### config.mk
export PLATFORM = sky130hd
export DESIGN_NAME = stickman_motion_ctrl_flat
export DESIGN_NICKNAME = d
export VERILOG_FILES = /design/src/rtl/stickman_motion_ctrl_if.sv /design/src/rtl/stickman_motion_ctrl.sv /design/src/flat_wrapper.sv
export SDC_FILE = /design/constraint.sdc
export NUM_CORES = 1
export LEC_CHECK = 0
export ABC_CLOCK_PERIOD_IN_PS = 3200
export BUFFER_PORTS_ARGS = -buffer_cell sky130_fd_sc_hd__buf_2
export CAP_MARGIN = 15
export CORE_UTILIZATION = 40
export DETAILED_ROUTE_END_ITERATION = 10
export SLEW_MARGIN = 15
export SYNTH_ARGS = -nofsm -noshare
export SYNTH_HDL_FRONTEND = slang
export SYNTH_SLANG_ARGS = --single-unit
### constraint.sdc
create_clock -name Clk -period 3.2 [get_ports Clk]
set_input_delay 0.32 -clock Clk [delete_from_list [all_inputs] [get_ports Clk]]
set_output_delay 0.32 -clock Clk [all_outputs]
set_load 0.005 [all_outputs]
### src/rtl/stickman_motion_ctrl_if.sv
// Bundle of the stickman controller's keyboard/collision inputs and its
// sprite/score outputs. The game side (master) drives keycode and collide;
// the controller (slave) returns position, speed, state and score.
interface stickman_motion_ctrl_if;
   logic [7:0]  keycode;
   logic        collide;
   logic [9:0]  Y_Pos;
   logic [3:0]  Y_Vel;
   logic [2:0]  state;
   logic        airborne;
   logic        game_over;
   logic [15:0] score;

   modport master (
      output keycode, collide,
      input  Y_Pos, Y_Vel, state, airborne, game_over, score
   );

   modport slave (
      input  keycode, collide,
      output Y_Pos, Y_Vel, state, airborne, game_over, score
   );
endinterface

### src/rtl/stickman_motion_ctrl.sv
// stickman_motion_ctrl: per-frame vertical motion and game-state controller.
// A synchronised frame_clk rising edge produces a one-Clk tick; on each tick
// the FSM (IDLE/GROUND/RISE/FALL/DEAD) advances, the head Y position moves by
// the current speed under gravity, and the survival score counts up.
module stickman_motion_ctrl #(
   parameter logic [9:0] Y_GROUND  = 10'd300,
   parameter logic [9:0] Y_CEIL    = 10'd10,
   parameter logic [3:0] JUMP_V0   = 4'd8,
   parameter logic [3:0] GRAVITY   = 4'd1,
   parameter logic [3:0] MAX_FALL  = 4'd8,
   parameter logic [7:0] KEY_JUMP  = 8'h2c,
   parameter logic [7:0] KEY_START = 8'h28
) (
   input  logic                         Clk,
   input  logic                         Reset_n,
   input  logic                         frame_clk,
   stickman_motion_ctrl_if.slave        motion
);

   typedef enum logic [2:0] {
      IDLE   = 3'd0,
      GROUND = 3'd1,
      RISE   = 3'd2,
      FALL   = 3'd3,
      DEAD   = 3'd4
   } state_t;

   // Score counter that sticks at its maximum instead of wrapping.
   function automatic logic [15:0] sat_inc(input logic [15:0] s);
      return (s == 16'hFFFF) ? s : s + 16'd1;
   endfunction

   logic        fc_sync1_q, fc_sync2_q, fc_dly_q;
   logic        tick;
   state_t      state_q, state_d;
   logic [9:0]  y_q, y_d;
   logic [3:0]  v_q, v_d;
   logic [15:0] score_q, score_d;
   logic        jp_prev_q, jp_prev_d;

   logic        key_jump, key_start, jump_req;
   logic [4:0]  vsum_w;
   logic [3:0]  vn_w;
   logic [10:0] y_w, rise_lim_w, fall_sum_w;

   // Two-flop synchroniser plus delay flop; preset to 1 so a tick needs a
   // genuine low-to-high frame_clk transition after reset.
   always_ff @(posedge Clk or negedge Reset_n) begin
      if (!Reset_n) begin
         fc_sync1_q <= 1'b1;
         fc_sync2_q <= 1'b1;
         fc_dly_q   <= 1'b1;
      end else begin
         fc_sync1_q <= frame_clk;
         fc_sync2_q <= fc_sync1_q;
         fc_dly_q   <= fc_sync2_q;
      end
   end

   assign tick      = fc_sync2_q & ~fc_dly_q;
   assign key_jump  = (motion.keycode == KEY_JUMP);
   assign key_start = (motion.keycode == KEY_START);
   assign jump_req  = key_jump & ~jp_prev_q;

   // Fall speed after gravity, capped at terminal speed; position sums are
   // kept one bit wider so comparisons never wrap.
   assign vsum_w     = {1'b0, v_q} + {1'b0, GRAVITY};
   assign vn_w       = (vsum_w > {1'b0, MAX_FALL}) ? MAX_FALL : vsum_w[3:0];
   assign y_w        = {1'b0, y_q};
   assign rise_lim_w = {1'b0, Y_CEIL} + {7'd0, v_q};
   assign fall_sum_w = y_w + {7'd0, vn_w};

   // State, position, speed, score and jump-key history registers.
   always_ff @(posedge Clk or negedge Reset_n) begin
      if (!Reset_n) begin
         state_q   <= IDLE;
         y_q       <= Y_GROUND;
         v_q       <= 4'd0;
         score_q   <= 16'd0;
         jp_prev_q <= 1'b0;
      end else begin
         state_q   <= state_d;
         y_q       <= y_d;
         v_q       <= v_d;
         score_q   <= score_d;
         jp_prev_q <= jp_prev_d;
      end
   end

   // Next-state and motion update, applied only on frame ticks.
   always_comb begin
      state_d   = state_q;
      y_d       = y_q;
      v_d       = v_q;
      score_d   = score_q;
      jp_prev_d = jp_prev_q;
      if (tick) begin
         jp_prev_d = key_jump;
         case (state_q)
            IDLE: begin
               y_d = Y_GROUND;
               v_d = 4'd0;
               if (key_start) begin
                  state_d = GROUND;
                  score_d = 16'd0;
               end
            end
            GROUND: begin
               if (motion.collide) begin
                  state_d = DEAD;
               end else begin
                  score_d = sat_inc(score_q);
                  if (jump_req) begin
                     state_d = RISE;
                     v_d     = JUMP_V0;
                  end
               end
            end
            RISE: begin
               if (motion.collide) begin
                  state_d = DEAD;
               end else begin
                  score_d = sat_inc(score_q);
                  if (y_w < rise_lim_w) begin
                     y_d     = Y_CEIL;
                     v_d     = 4'd0;
                     state_d = FALL;
                  end else begin
                     y_d = y_q - {6'd0, v_q};
                     if (v_q <= GRAVITY) begin
                        v_d     = 4'd0;
                        state_d = FALL;
                     end else begin
                        v_d = v_q - GRAVITY;
                     end
                  end
               end
            end
            FALL: begin
               if (motion.collide) begin
                  state_d = DEAD;
               end else begin
                  score_d = sat_inc(score_q);
                  if (fall_sum_w >= {1'b0, Y_GROUND}) begin
                     y_d     = Y_GROUND;
                     v_d     = 4'd0;
                     state_d = GROUND;
                  end else begin
                     y_d = fall_sum_w[9:0];
                     v_d = vn_w;
                  end
               end
            end
            DEAD: begin
               if (key_start) begin
                  state_d = IDLE;
                  y_d     = Y_GROUND;
                  v_d     = 4'd0;
               end
            end
            default: begin
               state_d = IDLE;
               y_d     = Y_GROUND;
               v_d     = 4'd0;
            end
         endcase
      end
   end

   assign motion.Y_Pos     = y_q;
   assign motion.Y_Vel     = v_q;
   assign motion.state     = state_q;
   assign motion.airborne  = (state_q == RISE) || (state_q == FALL);
   assign motion.game_over = (state_q == DEAD);
   assign motion.score     = score_q;

endmodule

### src/flat_wrapper.sv
// flat-port wrapper written by rule: the top's interface ports become plain ports
module stickman_motion_ctrl_flat 
#(
   parameter logic [9:0] Y_GROUND  = 10'd300,
   parameter logic [9:0] Y_CEIL    = 10'd10,
   parameter logic [3:0] JUMP_V0   = 4'd8,
   parameter logic [3:0] GRAVITY   = 4'd1,
   parameter logic [3:0] MAX_FALL  = 4'd8,
   parameter logic [7:0] KEY_JUMP  = 8'h2c,
   parameter logic [7:0] KEY_START = 8'h28
)
  (Clk, Reset_n, frame_clk, motion_keycode, motion_collide, motion_Y_Pos, motion_Y_Vel, motion_state, motion_airborne, motion_game_over, motion_score);
  stickman_motion_ctrl_if motion_i ();
  input  logic Clk;
  input  logic Reset_n;
  input  logic frame_clk;
  input wire logic [$bits(motion_i.keycode)-1:0] motion_keycode;
  input wire logic [$bits(motion_i.collide)-1:0] motion_collide;
  output wire logic [$bits(motion_i.Y_Pos)-1:0] motion_Y_Pos;
  output wire logic [$bits(motion_i.Y_Vel)-1:0] motion_Y_Vel;
  output wire logic [$bits(motion_i.state)-1:0] motion_state;
  output wire logic [$bits(motion_i.airborne)-1:0] motion_airborne;
  output wire logic [$bits(motion_i.game_over)-1:0] motion_game_over;
  output wire logic [$bits(motion_i.score)-1:0] motion_score;
  assign motion_i.keycode = motion_keycode;
  assign motion_i.collide = motion_collide;
  assign motion_Y_Pos = motion_i.Y_Pos;
  assign motion_Y_Vel = motion_i.Y_Vel;
  assign motion_state = motion_i.state;
  assign motion_airborne = motion_i.airborne;
  assign motion_game_over = motion_i.game_over;
  assign motion_score = motion_i.score;
  stickman_motion_ctrl #(.Y_GROUND(Y_GROUND), .Y_CEIL(Y_CEIL), .JUMP_V0(JUMP_V0), .GRAVITY(GRAVITY), .MAX_FALL(MAX_FALL), .KEY_JUMP(KEY_JUMP), .KEY_START(KEY_START)) u_core (.Clk(Clk), .Reset_n(Reset_n), .frame_clk(frame_clk), .motion(motion_i));
endmodule
# Yosys cells after proc, flatten, opt, wreduce, memory -nomap -nowiden
# Cells that the tools add are included.
[word_totals]
out_inout_bits = 35
register_bits = 37
input_bits = 12
[classes]
n_addsub = 6
muxes = 30
n_eq_ne = 18
bitwise_logic = 5
magnitude_cmp = 4
n_reduce_logical = 8
[op_table]
columns = ["op", "n"]
rows = [
  ["$mux 10", 5],
  ["$mux 16", 3],
  ["$pmux 10 s4", 1],
  ["$mux 4", 9],
  ["$pmux 16 s2", 1],
  ["$mux 3", 9],
  ["$add 16x1->16 const B", 1],
  ["$eq 16x16->1 const B", 1],
  ["$eq 8x6->1 const B", 2],
  ["$pmux 4 s4", 1],
  ["$pmux 3 s5", 1],
  ["$reduce_and 6->1", 2],
  ["$add 10x4->11", 1],
  ["$ge 11x9->1 const B", 1],
  ["$lt 10x11->1", 1],
  ["$ne 2x2->1 const B", 5],
  ["$reduce_and 5->1", 2],
  ["$sub 10x4->10", 1],
  ["$eq 3x2->1 const B", 2],
  ["$ne 2x1->1 const B", 3],
  ["$ne 3x2->1 const B", 2],
  ["$add 4x1->5 const B", 1],
  ["$add 4x4->5 const A", 1],
  ["$gt 5x4->1 const B", 1],
  ["other kinds (11)", 14],
]

# Logic depth before layout (Yosys ltp)
# Gate-level depths: netlist of run 1.
[depth]
depth_word = 8
depth_mapped = 17
ltp_nobuf = 16

# Worst setup path after synthesis of run 1
# Ideal clock, no wire load.
[synth_path]
path_kind = "register -> register"
from = "reg u_core.v_q[1], in the netlist u_core.motion.Y_Vel[1]"
to = "reg u_core.state_q[2], in the netlist u_core.motion.state[2]"
path_buffers = 0
path_stages_with_launch = 16
slack_ns = -0.388
arrival_time_ns = 3.461
period_less_slack_ns = 3.588
cell_sequence = "dfrtp_1 -> ha_1 -> nor2_1 -> nand2_1 -> a21oi_1 -> ha_1 -> inv_1 -> fa_1 -> nand2b_1 -> a221o_1 -> a21oi_1 -> a21oi_1 -> a221oi_2 -> nor4_2 -> nor2_1 -> mux2_1"
[synth_between]
elab_chain_cells = 7
[synth_rtl]
columns = ["element", "line", "text"]
rows = [
  ["from (decl)", "stickman_motion_ctrl.sv:37", "logic [3:0] v_q, v_d;"],
  ["from (signal assigned)", "stickman_motion_ctrl.sv:84", "v_q <= v_d;"],
  ["$add 4x1->5", "stickman_motion_ctrl.sv:67", "assign vsum_w = {1'b0, v_q} + {1'b0, GRAVITY};"],
  ["$gt 5x4->1", "stickman_motion_ctrl.sv:68", "assign vn_w = (vsum_w > {1'b0, MAX_FALL}) ? MAX_FALL : vsum_w[3:0];"],
  ["$mux 4", "stickman_motion_ctrl.sv:68", ""],
  ["$add 10x4->11", "stickman_motion_ctrl.sv:71", "assign fall_sum_w = y_w + {7'd0, vn_w};"],
  ["$ge 11x9->1", "stickman_motion_ctrl.sv:144", "if (fall_sum_w >= {1'b0, Y_GROUND}) begin"],
  ["$ne 3x2->1 (no source line)", "-", ""],
  ["$reduce_and 6->1 (no source line)", "-", ""],
  ["to (signal assigned)", "stickman_motion_ctrl.sv:82", "state_q <= state_d;"],
  ["to (decl)", "stickman_motion_ctrl.sv:35", "state_t state_q, state_d;"],
]
# Parallel ways exist; a longest one is shown, timed or not.
# A chain may end at the register's enable or synchronous reset.

# Final worst setup path of run 1
[layout_path]
from = "reg u_core.v_q[1], in the netlist u_core.motion.Y_Vel[1]"
to = "reg u_core.v_q[3], in the netlist u_core.motion.Y_Vel[3]"
[layout_between]
elab_chain_cells = 8
[layout_rtl]
columns = ["element", "line", "text"]
rows = [
  ["$add 4x1->5", "stickman_motion_ctrl.sv:67", ""],
  ["$gt 5x4->1", "stickman_motion_ctrl.sv:68", ""],
  ["$mux 4", "stickman_motion_ctrl.sv:68", ""],
  ["$add 10x4->11", "stickman_motion_ctrl.sv:71", ""],
  ["$ge 11x9->1", "stickman_motion_ctrl.sv:144", ""],
  ["$mux 4", "stickman_motion_ctrl.sv:144", ""],
  ["$mux 4", "stickman_motion_ctrl.sv:140", "if (motion.collide) begin"],
  ["$pmux 4 s4 (*)", "stickman_motion_ctrl.sv:99", "case (state_q)"],
]
# Every way passes the cells marked *; elsewhere a longest branch is shown, timed or not. The select of a mux whose other input is x is not followed.

==> results of run 1 <==
==> layer usage <==
layer	up-vias	track usage, %
met4	0	9.543
li1	1539	-
met5	-	0
met2	75	39.25
met1	1520	30.04
met3	14	2.961
==> worst max-delay path by stage <==
stage,slack (ns),end
3_5_place_dp,-0.18,u_core.motion.Y_Pos[3]$_DFFE_PN1P_
2_1_floorplan,-0.09,u_core.motion.state[2]$_DFFE_PN0P_
3_3_place_gp,-0.13,u_core.motion.Y_Vel[3]$_DFFE_PN0P_
4_1_cts,-0.18,u_core.motion.Y_Vel[3]$_DFFE_PN0P_
5_1_grt,-0.33,u_core.motion.Y_Vel[3]$_DFFE_PN0P_
6_report,-0.15,u_core.motion.Y_Vel[3]$_DFFE_PN0P_
==> timing repair <==
| action | 4_1_cts | 5_1_grt |
|---|---|---|
| setup buffers | 5 | 3 |
| pin swaps | 11 | 15 |
| setup endpoints to repair | 15 | 16 |
| endpoints found under the hold margin | 0 | 0 |
| resized for setup | 8 | 16 |
==> layout make-up <==
| type | instances | area, um2 |
|---|---|---|
| Clock buffer | 7 | 86.33 |
| Clock inverter | 1 | 7.507 |
| Fill cell | 704 | 3317 |
| Inverter | 20 | 75.07 |
| Multi-Input combinational cell | 298 | 2208 |
| Sequential cell | 37 | 938.4 |
| Tap cell | 99 | 123.9 |
| Timing Repair Buffer | 96 | 613.1 |
==> cells by family after synthesis <==
group / Yosys count / share of synthesized area [%]
simple gates: 151 / 26.29
compound gates: 104 / 23.55
xor+xnor: 19 / 5.596
flops: 37 / 30.07
mux: 2 / 0.6844
buf+inv: 35 / 4.549
fa+ha+maj: 22 / 9.259
==> registers in the layout (all words and copies together) (netlist names) <==
signal               cells
u_core.fc_sync2_q        1
u_core.motion.state      3
u_core.fc_dly_q          1
u_core.motion.Y_Pos     10
u_core.fc_sync1_q        1
u_core.motion.score     16
u_core.motion.Y_Vel      4
u_core.jp_prev_q         1
==> stage by stage <==
step,total power [mW],hold WS (ns),instances,TNS [ns]
CTS,2.587,0.1124,555,-1.539
global placement,2.142,0.3458,542,-0.9032
detailed placement,2.152,0.3470,542,-1.617
finish,2.699,0.1226,558,-1.421
floorplan,1.585,0.02441,370,-0.1606
global route,2.903,0.1077,558,-4.061
==> Yosys cell counts (2+ instances only) <==
library cell,number,share of area (%)
nand3b_1,2,0.48
dfrtp_1,30,24
o31a_1,2,0.56
nand2_1,29,3.5
nor2_1,34,4.1
ha_1,19,7.6
o31ai_1,5,1.2
o221a_1,2,0.72
o21ai_0,21,3.4
or3_1,7,1.4
o221ai_1,3,0.85
buf_2,5,0.81
a211oi_1,4,0.97
a221o_1,2,0.64
xnor2_1,10,2.8
a22oi_1,2,0.48
inv_1,20,2.4
nor2b_1,6,1.2
o21ai_1,2,0.32
nand3_1,18,2.9
dfstp_2,7,5.9
a21o_1,6,1.4
nand4_1,5,1.0
nand2b_1,8,1.6
clkbuf_1,9,1.1
fa_1,2,1.3
a21oi_1,21,3.4
and3_1,5,1.0
a31oi_1,5,1.0
nor3_1,12,1.9
and4_1,4,1.1
o211ai_1,4,0.97
a211o_1,2,0.56
nor4_2,3,1.2
o22ai_1,2,0.40
and2_1,7,1.4
and4b_1,2,0.64
o21bai_1,2,0.48
o32a_1,2,0.64
o2bb2ai_1,2,0.56
xor2_1,8,2.3
==> cell usage in the layout (no fill, tap or decap), types with 7 or more instances in the layout <==
cell type  instances
and2_1             7
inv_1             18
buf_2             46
nand2b_1           7
nor2_1            32
nand3_1           18
dfstp_2            7
xor2_1             8
ha_1              15
buf_4             48
o21ai_0           20
dfrtp_1           27
xnor2_1           10
nand2_1           27
nor3_1            12
a21oi_1           15
==> report_power, final <==
group / internal, mW / leakage [nW] / switching [mW]
clock network: 0.175 / 0.0445 / 0.177
registers: 0.558 / 0.472 / 0.163
logic: 0.760 / 1.31 / 0.866
total: 1.49 / 1.83 / 1.21
==> worst reg2reg max path: stages (launching register included) <==
cell      delay, ns
dfrtp_2        0.46
ha_4           0.20
and3_1         0.13
o21ai_0        0.17
nand2_1        0.10
nand2_2        0.11
inv_2          0.06
ha_4           0.28
a21oi_4        0.07
buf_4          0.13
buf_4          0.13
nor2_1         0.09
and4b_1        0.22
mux2i_1        0.10
a221oi_2       0.27
buf_4          0.19
o21ai_4        0.06
buf_6          0.14
nand2b_4       0.16
o211ai_1       0.20
==> impl_results.md, run 1 <==
- R2R setup slack: -0.15 ns
- PD cells: 665.9 nW/um2
- Final setup viols: 14
- CP endpoint kind: flip-flop
- WL met1: 4.148 mm
- Worst Setup Slack, final: -0.1493 ns
- Max Slew Vio Count: 0
- Worst EP arrival: roughly 3.6 ns
- Crit-path slowest cell: dfrtp_2
- Slew headroom: about 36%
- Die Wd: around 90 um
- Detailed Route WL: about 9 mm
- Clk_skew: roughly 0.0064 ns
- Clock Sinks: 37
- Required time worst endpoint: between 3 and 4 ns
- Final period util: 104.7%
- Placer congestion estimate: 0.9135
- Number of flops mapped to enable cells by yosys: 0
- Final net count: between 400 and 500
- Ys async rst share: between 90% and 100%
- Core area: roughly 7400 um2
- Initial antenna violation count: 0
- CTS Buf Count: 5
- Row count: 31
- Syn Inst Count: between 300 and 400
- Least-Margin Pin Slew: approximately 0.95 ns
- Max Cap Violations: 0
- Antenna-violating nets left: 0
- Post-synthesis cell area: just over 3000 um2
- Post-route cell area: a little over 4000 um2
- Largest net degree at the start of global routing: 38
- GRT Resource Usage Total: between 20% and 30%
- Status: finished, violations left
- Critical-path maximum fanout: 5
- Fin util: between 50 and 60%
- CP max stage delay: around 0.46 ns
- Violated checks: setup timing
- Worst r2r src: u_core.motion.Y_Vel[1]$_DFFE_PN0P_
- Worst skew pair latency: between 0.2 and 0.3 ns
- Hold depth: 1
- CP top delay family: simple AND/OR/NAND/NOR gates
- First-pass GRT wire length: ~15 mm
- Boundary pin count: 47
- CP startpoint: u_core.motion.Y_Vel[1]$_DFFE_PN0P_
- Yosys cell types: 70
- Hold Startpoint: frame_clk
- Worst VDD drop: roughly 0.31 mV
- Worst-path cell chain: ha_4, and3_1, o21ai_0, nand2_1, nand2_2, inv_2, ha_4, a21oi_4, buf_4, buf_4, nor2_1, and4b_1, mux2i_1, a221oi_2, buf_4, o21ai_4, buf_6, nand2b_4, o211ai_1
- Initial DRT Pass Iterations: 4
- Critical Path Most Common Cell: buf_4
- Register area share after synthesis: about 30%
- Grt ovf: 0
- Syn avg cell area: about 8.4 um2
- Max Root-Sink Buffers: 2
- Maximum operating frequency: about 300 MHz
- Port Buffer Count: 46
- Routed WL per cell: about 16 um
- Metal3 WL: approximately 270 um
- Residual DRC: 0
- DP Wirelength: between 6 and 7 mm
- R2r endpoint: u_core.motion.Y_Vel[3]$_DFFE_PN0P_
- Cts hold-fix bufs: 0
- Worst Hold End: u_core.fc_sync1_q$_DFF_PN1_
- Area Overhead vs Synth: 30.39%
- Seq cells post-synth: 37
- Fraction of layout cells with a size suffix above 1: about a third
- DR top layer: met4
- WS Path Type: flip-flop to flip-flop
- Vias in the first global route: 3242
- Clk root buf: clkbuf_8
- Met2 wire len: between 4 and 5 mm
- Worst setup SP type: flip-flop
- Vias per Instance: between 5 and 6
- Die H: ~90 um
- CP bufs+invs: 5
- Starting density of the core: 42.17%
- CTS tree: yes
- Instance count on the critical path: 19
- Min Tclk post-route: approximately 3.3 ns
- Leakage Power: approximately 1.8 nW
- Clock transition at the registers of the reported paths: about 0.07 ns
- Top FF cell, synth: dfrtp_1
- Worst-case reg-to-reg path depth: 19
- Vias: between 3000 and 4000
- Ant. Diodes: 0
- DP Area: roughly 3800 um2
- Initial DRC Count: roughly 170
- Final hold viol count: 0
- Yosys warns: 0
- Die ar.: about 8100 um2
- Hold/Removal Path Class: primary input to flip-flop
- H-Tree Depth: 2
- Unrepaired setup endpoints after global routing: true
- Net count after synthesis: between 400 and 500
- Pre-CTS setup slack: -0.1841 ns
No activity file was read; power rests on OpenSTA's default activity.
==> run 2: changes to the inputs <==
--- a/config.mk
+++ b/config.mk
@@ -14,3 +14,4 @@
 export SYNTH_ARGS = -nofsm -noshare
 export SYNTH_HDL_FRONTEND = slang
 export SYNTH_SLANG_ARGS = --single-unit
+export TNS_END_PERCENT = 1
==> impl_results.md, run 2 (same netlist as run 1, synthesis figures left out) <==
- Status: finished, violations left
- Violated checks: setup timing
- Fin util: between 50% and 60%
- Least-Margin Pin Slew: about 0.84 ns
- Critical-path maximum fanout: 6
- Placer congestion estimate: 0.8796
- Global-route met1 utilization: roughly 29%
- Busiest grt layer: met2
- Pre-CTS setup slack: -0.2474 ns
- PD cells: around 660 nW/um2
- Worst Setup Slack, final: -0.2540 ns
- Worst Hold End: u_core.fc_sync1_q$_DFF_PN1_
- Hold Startpoint: frame_clk
- Initial antenna violation count: 0
- Hold depth: 1
- Initial DRC Count: 160
- Boundary pin count: 47
- Worst setup SP type: flip-flop
- DP Area: about 3700 um2
- CTS tree: yes
- CP top delay family: compound AO/OA/AOI/OAI gates
- Non-Filler Instances: approximately 550
- Worst-case reg-to-reg path depth: 17
- Hold/Removal Path Class: primary input to flip-flop
- CP endpoint kind: flip-flop
- Final TNS setup: -2.683 ns
- Worst VDD drop: between 0.3 and 0.4 mV
- H-Tree Depth: 2
- Leakage Power: around 1.8 nW
- Slew headroom: between 40 and 50%
- Vias in the first global route: about 3000
- CP bufs+invs: 3
- Clock Sinks: 37
- Area Overhead vs Synth: 24.40%
- Commonest non-fill, non-tap cell in the layout: buf_2
- Die H: 90.15 um
- Max Slew Vio Count: 0
- Filler cells: between 700 and 800
- Max Cap Violations: 0
- Final setup viols: 15
- Residual DRC: 0
- Clk root buf: clkbuf_8
- Initial DRT Pass Iterations: 4
- Maximum operating frequency: about 290 MHz
- Clk_skew: ~0.0075 ns
- Starting density of the core: 42.17%
- Crit-path slowest cell: dfrtp_2
- CTS Buf Count: 5
- Final net count: around 480
- DP Wirelength: 6.589 mm
- First-pass GRT wire length: 14.66 mm
- Vias per Instance: approximately 5.7
- Worst-path cell chain: ha_4, nor2_2, nand2_1, a21oi_2, ha_2, inv_2, fa_2, nand2b_4, a221o_1, and2_1, o211ai_1, a221oi_2, buf_4, o21ai_4, buf_4, a2bb2oi_1, o21ai_0
- Largest net degree at the start of global routing: 38
- CP max stage delay: ~0.45 ns
- Port Buffer Count: 46
- Most frequent cells in the layout: 46 x buf_2, 38 x buf_4, 32 x nor2_1
- CP startpoint: u_core.motion.Y_Vel[1]$_DFFE_PN0P_
- Clock transition at the registers of the reported paths: 0.08 ns
- Row count: 31
- DP Cell Count: 537
- Die ar.: slightly above 8000 um2
- Post-route cell area: about 3900 um2
- Worst EP arrival: 3.61 ns
- R2r endpoint: u_core.motion.Y_Pos[1]$_DFFE_PN0P_
- Critical Path Most Common Cell: buf_4
- Met3 GRT Util: about 2.9%
- Vias: around 3000
- GRT Resource Usage Total: between 20% and 30%
- Core area: 7370 um2
- R2R setup slack: -0.25 ns
- WS Path Type: flip-flop to flip-flop
- Cts hold-fix bufs: 0
- Ant. Diodes: 0
- Worst r2r src: u_core.motion.Y_Vel[1]$_DFFE_PN0P_
- Final period util: 107.9%
- Unrepaired setup endpoints after global routing: true
- Min Tclk post-route: roughly 3.5 ns
- Routed WL per cell: ~16 um
- Antenna-violating nets left: 0
- Die Wd: 90.15 um
- Met2 usage: a little under two fifths
- Detailed Route WL: 8.636 mm
- Fraction of layout cells with a size suffix above 1: 28.41%
- Required time worst endpoint: about 3.4 ns
- Largest register FFs: 16
- Final hold viol count: 0
- Max Root-Sink Buffers: 2
- Worst skew pair latency: between 0.2 and 0.3 ns
- Grt ovf: 0
run 2: changes by cell type in the layout (fill, tap and decap cells not counted), sizes merged:
cell | previous run | this run
buf | 96 | 84
run 2: per-stage QoR:
step                      hold slack [ns]  power (mW)
final                              0.1171       2.543
after detailed placement           0.3469       2.110
after global routing               0.1055       2.734
after CTS                          0.1102       2.535
after floorplan                   0.02441       1.585
after global placement             0.3459       2.106
run 2: power breakdown:
group	switching, mW	total, mW	internal, mW
Combinational	0.813	1.47	0.659
Clock	0.181	0.356	0.175
Sequential	0.157	0.714	0.558
run 2: worst max-delay path by stage:
| stage | end | slack (ns) | cells past startpoint |
|---|---|---|---|
| 2_1_floorplan | u_core.motion.state[2]$_DFFE_PN0P_ | -0.1 | 17 |
| 3_3_place_gp | u_core.motion.Y_Pos[6]$_DFFE_PN0P_ | -0.22 | 14 |
| 3_5_place_dp | u_core.motion.state[2]$_DFFE_PN0P_ | -0.25 | 15 |
| 4_1_cts | u_core.motion.Y_Pos[1]$_DFFE_PN0P_ | -0.23 | 17 |
| 5_1_grt | u_core.motion.Y_Pos[1]$_DFFE_PN0P_ | -0.44 | 16 |
| 6_report | u_core.motion.Y_Pos[1]$_DFFE_PN0P_ | -0.25 | 17 |
run 2: what timing repair did:
action / in CTS / in global routing
setup endpoints to repair: 15 / 16
setup buffers: 1 / 0
pin swaps: 4 / 0
resized for setup: 4 / 1
run 2: final cells by class:
class	instances	area (um2)	share of cell area [%]
multi-input combinational	298	2121	54.85
tap	99	123.9	3.204
clock inverter	1	7.507	0.1942
clock buffer	7	86.33	2.233
timing repair buffer	84	515.5	13.33
inverter	20	75.07	1.942
sequential	37	937.1	24.24
run 2: routing by layer:
layer  up-vias  share of wire [%]
li1       1514                  -
met1      1463                 47
met2        89                 47
met3        20                3.8
met4         0                2.5
met5         -                  0
run 2: worst reg2reg max path: stages (launching register included):
cell       delay [ns]
dfrtp_2          0.45
ha_4             0.18
nor2_2           0.09
nand2_1          0.07
a21oi_2          0.15
ha_2             0.20
inv_2            0.04
fa_2             0.39
nand2b_4         0.15
a221o_1          0.35
and2_1           0.18
o211ai_1         0.22
a221oi_2         0.10
buf_4            0.17
o21ai_4          0.21
buf_4            0.15
a2bb2oi_1        0.13
o21ai_0          0.09
